==> config.mk <==
export PLATFORM = sky130hd
export DESIGN_NAME = hum_ctrl
export DESIGN_NICKNAME = d
export VERILOG_FILES = /design/src/rtl/hum_ctrl_pkg.sv /design/src/rtl/hum_persist.sv /design/src/rtl/hum_ctrl.sv
export SDC_FILE = /design/constraint.sdc
export NUM_CORES = 1
export LEC_CHECK = 0
export CAP_MARGIN = 10
export CORE_MARGIN = 2
export CORE_UTILIZATION = 45
export CTS_BUF_LIST = sky130_fd_sc_hd__clkbuf_8
export DETAILED_ROUTE_END_ITERATION = 12
export GPL_TIMING_DRIVEN = 0
export PLACE_DENSITY = 0.72
export SYNTH_ARGS = -nofsm -noshare
export SYNTH_HDL_FRONTEND = slang
export SYNTH_SLANG_ARGS = --single-unit
export TNS_END_PERCENT = 10
==> constraint.sdc <==
create_clock -name pclk -period 5.2 [get_ports pclk]
set_input_delay 1.04 -clock pclk [delete_from_list [all_inputs] [get_ports pclk]]
set_output_delay 1.04 -clock pclk [all_outputs]
set_load 0.02 [all_outputs]
==> src/rtl/hum_ctrl_pkg.sv <==
// rtl/hum_ctrl_pkg.sv - shared types, constants and enable decode for the humidity controller
package hum_ctrl_pkg;

    typedef enum logic [1:0] {
        ST_IDLE       = 2'd0,
        ST_HUMIDIFY   = 2'd1,
        ST_DEHUMIDIFY = 2'd2,
        ST_COOLDOWN   = 2'd3
    } hum_state_e;

    // Largest legal humidity reading in percent RH.
    localparam int HUM_MAX = 100;

    // Returns {dehumidifier_en, humidifier_en}. A single state can only
    // ever produce one of the two, so the enables cannot overlap.
    function automatic logic [1:0] state_to_en(hum_state_e s);
        return {s == ST_DEHUMIDIFY, s == ST_HUMIDIFY};
    endfunction

endpackage

==> src/rtl/hum_persist.sv <==
// rtl/hum_persist.sv - saturating consecutive-sample counter with inc/clear/hold and hit
//
// Ports:
//   clk, rst   clock and synchronous active-high reset
//   clr        force the count to 0 (wins over sample)
//   sample     an accepted sample is present this cycle
//   match      the accepted sample qualifies (increment) or not (clear)
//   hit        this sample brings the count to PERSIST
module hum_persist #(
    parameter int PERSIST = 3
) (
    input  logic clk,
    input  logic rst,
    input  logic clr,
    input  logic sample,
    input  logic match,
    output logic hit
);

    localparam int CW = $clog2(PERSIST + 1);
    localparam logic [CW-1:0] SAT = CW'(PERSIST);

    logic [CW-1:0] cnt;

    // Combinational from the registered count so the FSM can act on the
    // same edge that the count would reach PERSIST.
    assign hit = sample && match && (cnt >= SAT - CW'(1));

    always_ff @(posedge clk) begin
        if (rst) begin
            cnt <= '0;
        end else if (clr) begin
            cnt <= '0;
        end else if (sample) begin
            if (!match)
                cnt <= '0;
            else if (cnt != SAT)
                cnt <= cnt + CW'(1);
        end
    end

endmodule

==> src/rtl/hum_ctrl.sv <==
// rtl/hum_ctrl.sv - humidity regulation FSM with hysteresis, persistence, min on-time and cooldown
//
// Ports:
//   pclk, preset             clock and synchronous active-high reset
//   ctrl_en                  controller enable; low forces IDLE and clears the fault
//   hum_valid, hum_data      one-cycle sample strobe and sample (0..100 legal)
//   hum_low_th, hum_high_th  dry / wet thresholds
//   hyst                     release hysteresis
//   humidifier_en            registered, high in HUMIDIFY
//   dehumidifier_en          registered, high in DEHUMIDIFY
//   hum_fault                sticky out-of-range sample flag
//   state_o                  current state encoding
module hum_ctrl
    import hum_ctrl_pkg::*;
#(
    parameter int DATA_W          = 8,
    parameter int PERSIST         = 3,
    parameter int MIN_ON_CYCLES   = 100_000_000,
    parameter int COOLDOWN_CYCLES = 200_000_000
) (
    input  logic              pclk,
    input  logic              preset,
    input  logic              ctrl_en,
    input  logic              hum_valid,
    input  logic [DATA_W-1:0] hum_data,
    input  logic [DATA_W-1:0] hum_low_th,
    input  logic [DATA_W-1:0] hum_high_th,
    input  logic [DATA_W-1:0] hyst,
    output logic              humidifier_en,
    output logic              dehumidifier_en,
    output logic              hum_fault,
    output logic [1:0]        state_o
);

    localparam int MAX_CYC = (MIN_ON_CYCLES > COOLDOWN_CYCLES) ? MIN_ON_CYCLES : COOLDOWN_CYCLES;
    localparam int TW      = $clog2(MAX_CYC + 1);

    hum_state_e    state, state_nxt;
    logic          fault_nxt;
    logic [TW-1:0] timer;

    logic accepted, fault_sample, cfg_ok, dwell_done;
    logic dry_hit, wet_hit, go_dry, go_wet, cnt_clr;

    logic        [DATA_W:0]   hum_sum;
    logic        [DATA_W:0]   hum_rel;
    logic signed [DATA_W:0]   dehum_diff;
    logic        [DATA_W-1:0] dehum_rel;

    // Samples are ignored entirely while a fault is latched.
    assign accepted     = hum_valid && !hum_fault;
    assign fault_sample = accepted && (hum_data > DATA_W'(HUM_MAX));
    assign cfg_ok       = hum_low_th < hum_high_th;
    assign dwell_done   = timer >= TW'(MIN_ON_CYCLES);

    // Release points, widened by one bit so the sum/difference cannot wrap.
    assign hum_sum    = {1'b0, hum_low_th} + {1'b0, hyst};
    assign hum_rel    = (hum_sum > (DATA_W+1)'(HUM_MAX)) ? (DATA_W+1)'(HUM_MAX) : hum_sum;
    assign dehum_diff = $signed({1'b0, hum_high_th}) - $signed({1'b0, hyst});
    assign dehum_rel  = dehum_diff[DATA_W] ? '0 : dehum_diff[DATA_W-1:0];

    assign go_dry = (state == ST_IDLE) && ctrl_en && cfg_ok && !fault_sample && dry_hit;
    assign go_wet = (state == ST_IDLE) && ctrl_en && cfg_ok && !fault_sample && wet_hit;

    // Counters only run in IDLE with a valid configuration; they are also
    // zeroed on the edge that leaves IDLE so a new mode starts from scratch.
    assign cnt_clr = !ctrl_en || (state != ST_IDLE) || !cfg_ok || fault_sample || go_dry || go_wet;

    hum_persist #(.PERSIST(PERSIST)) u_dry (
        .clk    (pclk),
        .rst    (preset),
        .clr    (cnt_clr),
        .sample (accepted),
        .match  (hum_data < hum_low_th),
        .hit    (dry_hit)
    );

    hum_persist #(.PERSIST(PERSIST)) u_wet (
        .clk    (pclk),
        .rst    (preset),
        .clr    (cnt_clr),
        .sample (accepted),
        .match  (hum_data > hum_high_th),
        .hit    (wet_hit)
    );

    always_comb begin
        state_nxt = state;
        fault_nxt = hum_fault;
        if (!ctrl_en) begin
            state_nxt = ST_IDLE;
            fault_nxt = 1'b0;
        end else if (fault_sample) begin
            state_nxt = ST_IDLE;
            fault_nxt = 1'b1;
        end else begin
            case (state)
                ST_IDLE: begin
                    if (go_dry)
                        state_nxt = ST_HUMIDIFY;
                    else if (go_wet)
                        state_nxt = ST_DEHUMIDIFY;
                end
                ST_HUMIDIFY: begin
                    if (accepted && dwell_done && ({1'b0, hum_data} >= hum_rel))
                        state_nxt = ST_COOLDOWN;
                end
                ST_DEHUMIDIFY: begin
                    if (accepted && dwell_done && (hum_data <= dehum_rel))
                        state_nxt = ST_COOLDOWN;
                end
                ST_COOLDOWN: begin
                    if (timer == TW'(COOLDOWN_CYCLES - 1))
                        state_nxt = ST_IDLE;
                end
                default: state_nxt = ST_IDLE;
            endcase
        end
    end

    always_ff @(posedge pclk) begin
        if (preset) begin
            state           <= ST_IDLE;
            timer           <= '0;
            hum_fault       <= 1'b0;
            humidifier_en   <= 1'b0;
            dehumidifier_en <= 1'b0;
        end else begin
            state                            <= state_nxt;
            hum_fault                        <= fault_nxt;
            {dehumidifier_en, humidifier_en} <= state_to_en(state_nxt);
            // One timer serves both dwell and cooldown: restart on any
            // state change, idle at 0, otherwise count up and saturate.
            if (state_nxt != state || state_nxt == ST_IDLE)
                timer <= '0;
            else if (timer != {TW{1'b1}})
                timer <= timer + TW'(1);
        end
    end

    assign state_o = state;

endmodule

==> metrics <==
Initial Util=0.467; setup_tns=0 ns; GPL Wtd Cong=0.865; CP required=5.43 ns; cell row count=32; CTS Buf Count=5; sequential-to-total area share from yosys stat=0.204; Top Ports=41; detailed-route via count=3499; Initial DRC Count=138; fill count=746; ANT nets after route=0; post-layout util=0.554; Tmin final=4.90 ns; Area after DPL=0.00416 mm²; Synthesis Warnings=0; synthesized area=0.00363 mm²; pre-CTS WS=-0.286 ns; Min-Delay Path Class=flip-flop to flip-flop; worst-margin pin slew=0.772 ns; design area=0.00431 mm²; hold_buf cts=0; Async SR Flop Fraction=0; Worst-path clk slew=0.07 ns; Max Slew Vio Count=0; Power Density=189 mW/mm²; Remaining Overflow, GRT=0; Hold WS=0.520 ns; Die Y=93.8 µm; synthesized area per cell=7.86 µm²; core area=0.00777 mm²; area occupied by multi-input gates=0.00268 mm²; Post-CTS Setup Bufs=0; Total GRT Usage=0.213; commonest non-fill, non-tap cell in the layout=ha_1; drt pass-1 iters=4; RSZ-0062 raised after global routing=no; wirelength, routed=8990 µm; switching part of the total=0.286; P_int=0.582 mW; Final Hold Fails=0; Mapped Nets=560; Final setup viols=0; Synth-to-Final Area Change=18.6%; nets=607; Comb pwr share=0.279; period utilisation layout=0.942; CTS sink count=37; max cap viols=0; clock network power share=0.372; LEAKAGE=1.67 nW; Switch Pwr=0.233 mW; largest net degree at the start of global routing=14; layout cell share with drive strength beyond 1=0.0373; worst relative slew slack=0.482; Max Clock Freq=204 MHz; IO Port Bufs=40; Register Area=741 µm²; CP Class=primary input to flip-flop; CTS Buffer Depth=2; Critical Path End Type=flip-flop; Avg WL per Cell=14.7 µm; #FFs+latches synth=37; vias in the first global route=3379; DRC=0; Netlist cell types=60; clk_skew=0.0146 ns; CP max FO=4; hpwl dp=7260 µm; die extent in x=93.8 µm; CTS root buf=clkbuf_8; status=finished, final reports clean; share of power burned in registers=0.349; ANT cells=0; H-tree depth=2; final setup margin=0.302 ns; CP arrival=5.13 ns; EDFF count, synth=0; ys flop type=dfxtp_1; crit path launch type=primary input; first-pass GRT wire length=15400 µm; Post-Synthesis Cells=462; CTS tree=done; antenna violations before repair=0; maximum VDD drop=0.000285 V; full die area=0.00880 mm²; Vias per Instance=5.72; most frequent cells in the layout=ha_1, nor2_1, inv_1; Clock Latency Late Sink=0.30 ns
## power by group through the flow
stage                     sequential, mW  combinational (mW)  clock [mW]
final                              0.285               0.227       0.303
after global routing               0.285               0.257       0.320
after CTS                          0.284               0.226       0.307
after detailed placement           0.291               0.224           0
after global placement             0.291               0.216           0
after floorplan                    0.291               0.147           0
## registers in the layout, summed over array words and instances, names as in the netlist
register,flops
timer,28
state_o,2
u_dry.cnt,2
u_wet.cnt,2
dehumidifier_en,1
hum_fault,1
humidifier_en,1
## repair_timing
action,4_1_cts,5_1_grt
pin swaps,0,0
setup endpoints to repair,1,24
cloned,0,0
resized for setup,1,2
## cells in the mapped netlist, types with 4 or more instances
cell type | instances | area (µm²)
a211oi_1 | 5 | 37.5
a21o_1 | 4 | 30.0
a21oi_1 | 29 | 145
and2_1 | 6 | 37.5
and3_1 | 4 | 25.0
and4_1 | 4 | 35.0
dfxtp_1 | 37 | 741
ha_1 | 60 | 751
inv_1 | 45 | 169
nand2_1 | 28 | 105
nand2b_1 | 4 | 25.0
nand3_1 | 16 | 80.1
nand4_1 | 13 | 81.3
nor2_1 | 49 | 184
nor2b_1 | 8 | 50.1
nor3_1 | 17 | 85.1
nor3b_1 | 4 | 30.0
nor4_1 | 6 | 37.5
o211ai_1 | 7 | 52.6
o21a_1 | 5 | 37.5
o21ai_0 | 19 | 95.1
or3_1 | 7 | 43.8
xnor2_1 | 17 | 149
xor2_1 | 13 | 114
## per-layer routing
metal  vias up  global-route usage  routed length, µm
met3         9              0.0281                416
li1       1763                   -                  -
met2        87               0.362               4190
met4         0              0.0471                106
met1      1640               0.286               4280
met5         -                   0                  0
## worst paths after layout
kind	startpoint	endpoint	slack (ns)	depth (start not counted)
worst min register to register	u_wet.cnt[1]$_SDFFE_PP0P_	u_wet.cnt[1]$_SDFFE_PP0P_	0.52	2
worst min-delay path	u_wet.cnt[1]$_SDFFE_PP0P_	u_wet.cnt[1]$_SDFFE_PP0P_	0.52	2
worst max-delay path	hum_low_th[0]	humidifier_en$_SDFF_PP0_	0.30	17
worst max register to register	timer[0]$_SDFFE_PP0P_	timer[22]$_SDFFE_PP0P_	2.39	9
## cells by family (layout without fill, tap and decap cells)
kind of cell / Yosys count / count (layout) / share of synthesized area
AO/OA/AOI/OAI: 98 / 98 / 0.179
XOR/XNOR: 30 / 30 / 0.0724
adder cells (fa/ha/maj): 62 / 62 / 0.218
buffers and inverters: 51 / 99 / 0.0610
flip-flops: 37 / 37 / 0.204
multiplexers: 2 / 2 / 0.00586
other: 1 / 1 / 0.00103
AND/OR/NAND/NOR: 181 / 181 / 0.259
## worst max-delay path: stages
cell and delay [ns]:
clkdlybuf4s50_1 0.51, ha_1 0.18, inv_1 0.05, fa_1 0.40, nor2b_1 0.13, o21ai_0 0.14
a21boi_2 0.28, nor4_1 0.10, or3_1 0.44, a211oi_1 0.25, ha_1 0.27, nor3b_1 0.18
o21ai_0 0.11, a21oi_1 0.33, nor4_1 0.11, a311oi_2 0.37, o211a_1 0.22
## area by class of cell
type / count / area share
buffer: 6 / 0.0122
clock buffer: 5 / 0.0160
clock inverter: 3 / 0.0160
inverter: 45 / 0.0392
multi-input combinational: 374 / 0.622
sequential: 37 / 0.172
tap: 102 / 0.0296
timing repair buffer: 40 / 0.0930
## per-stage QoR
stage	instances	power [mW]
6_report	612	0.815
5_1_grt	612	0.862
4_1_cts	612	0.818
3_5_place_dp	604	0.515
3_3_place_gp	604	0.507
2_1_floorplan	462	0.438
No activity file was read; power rests on OpenSTA's default activity.
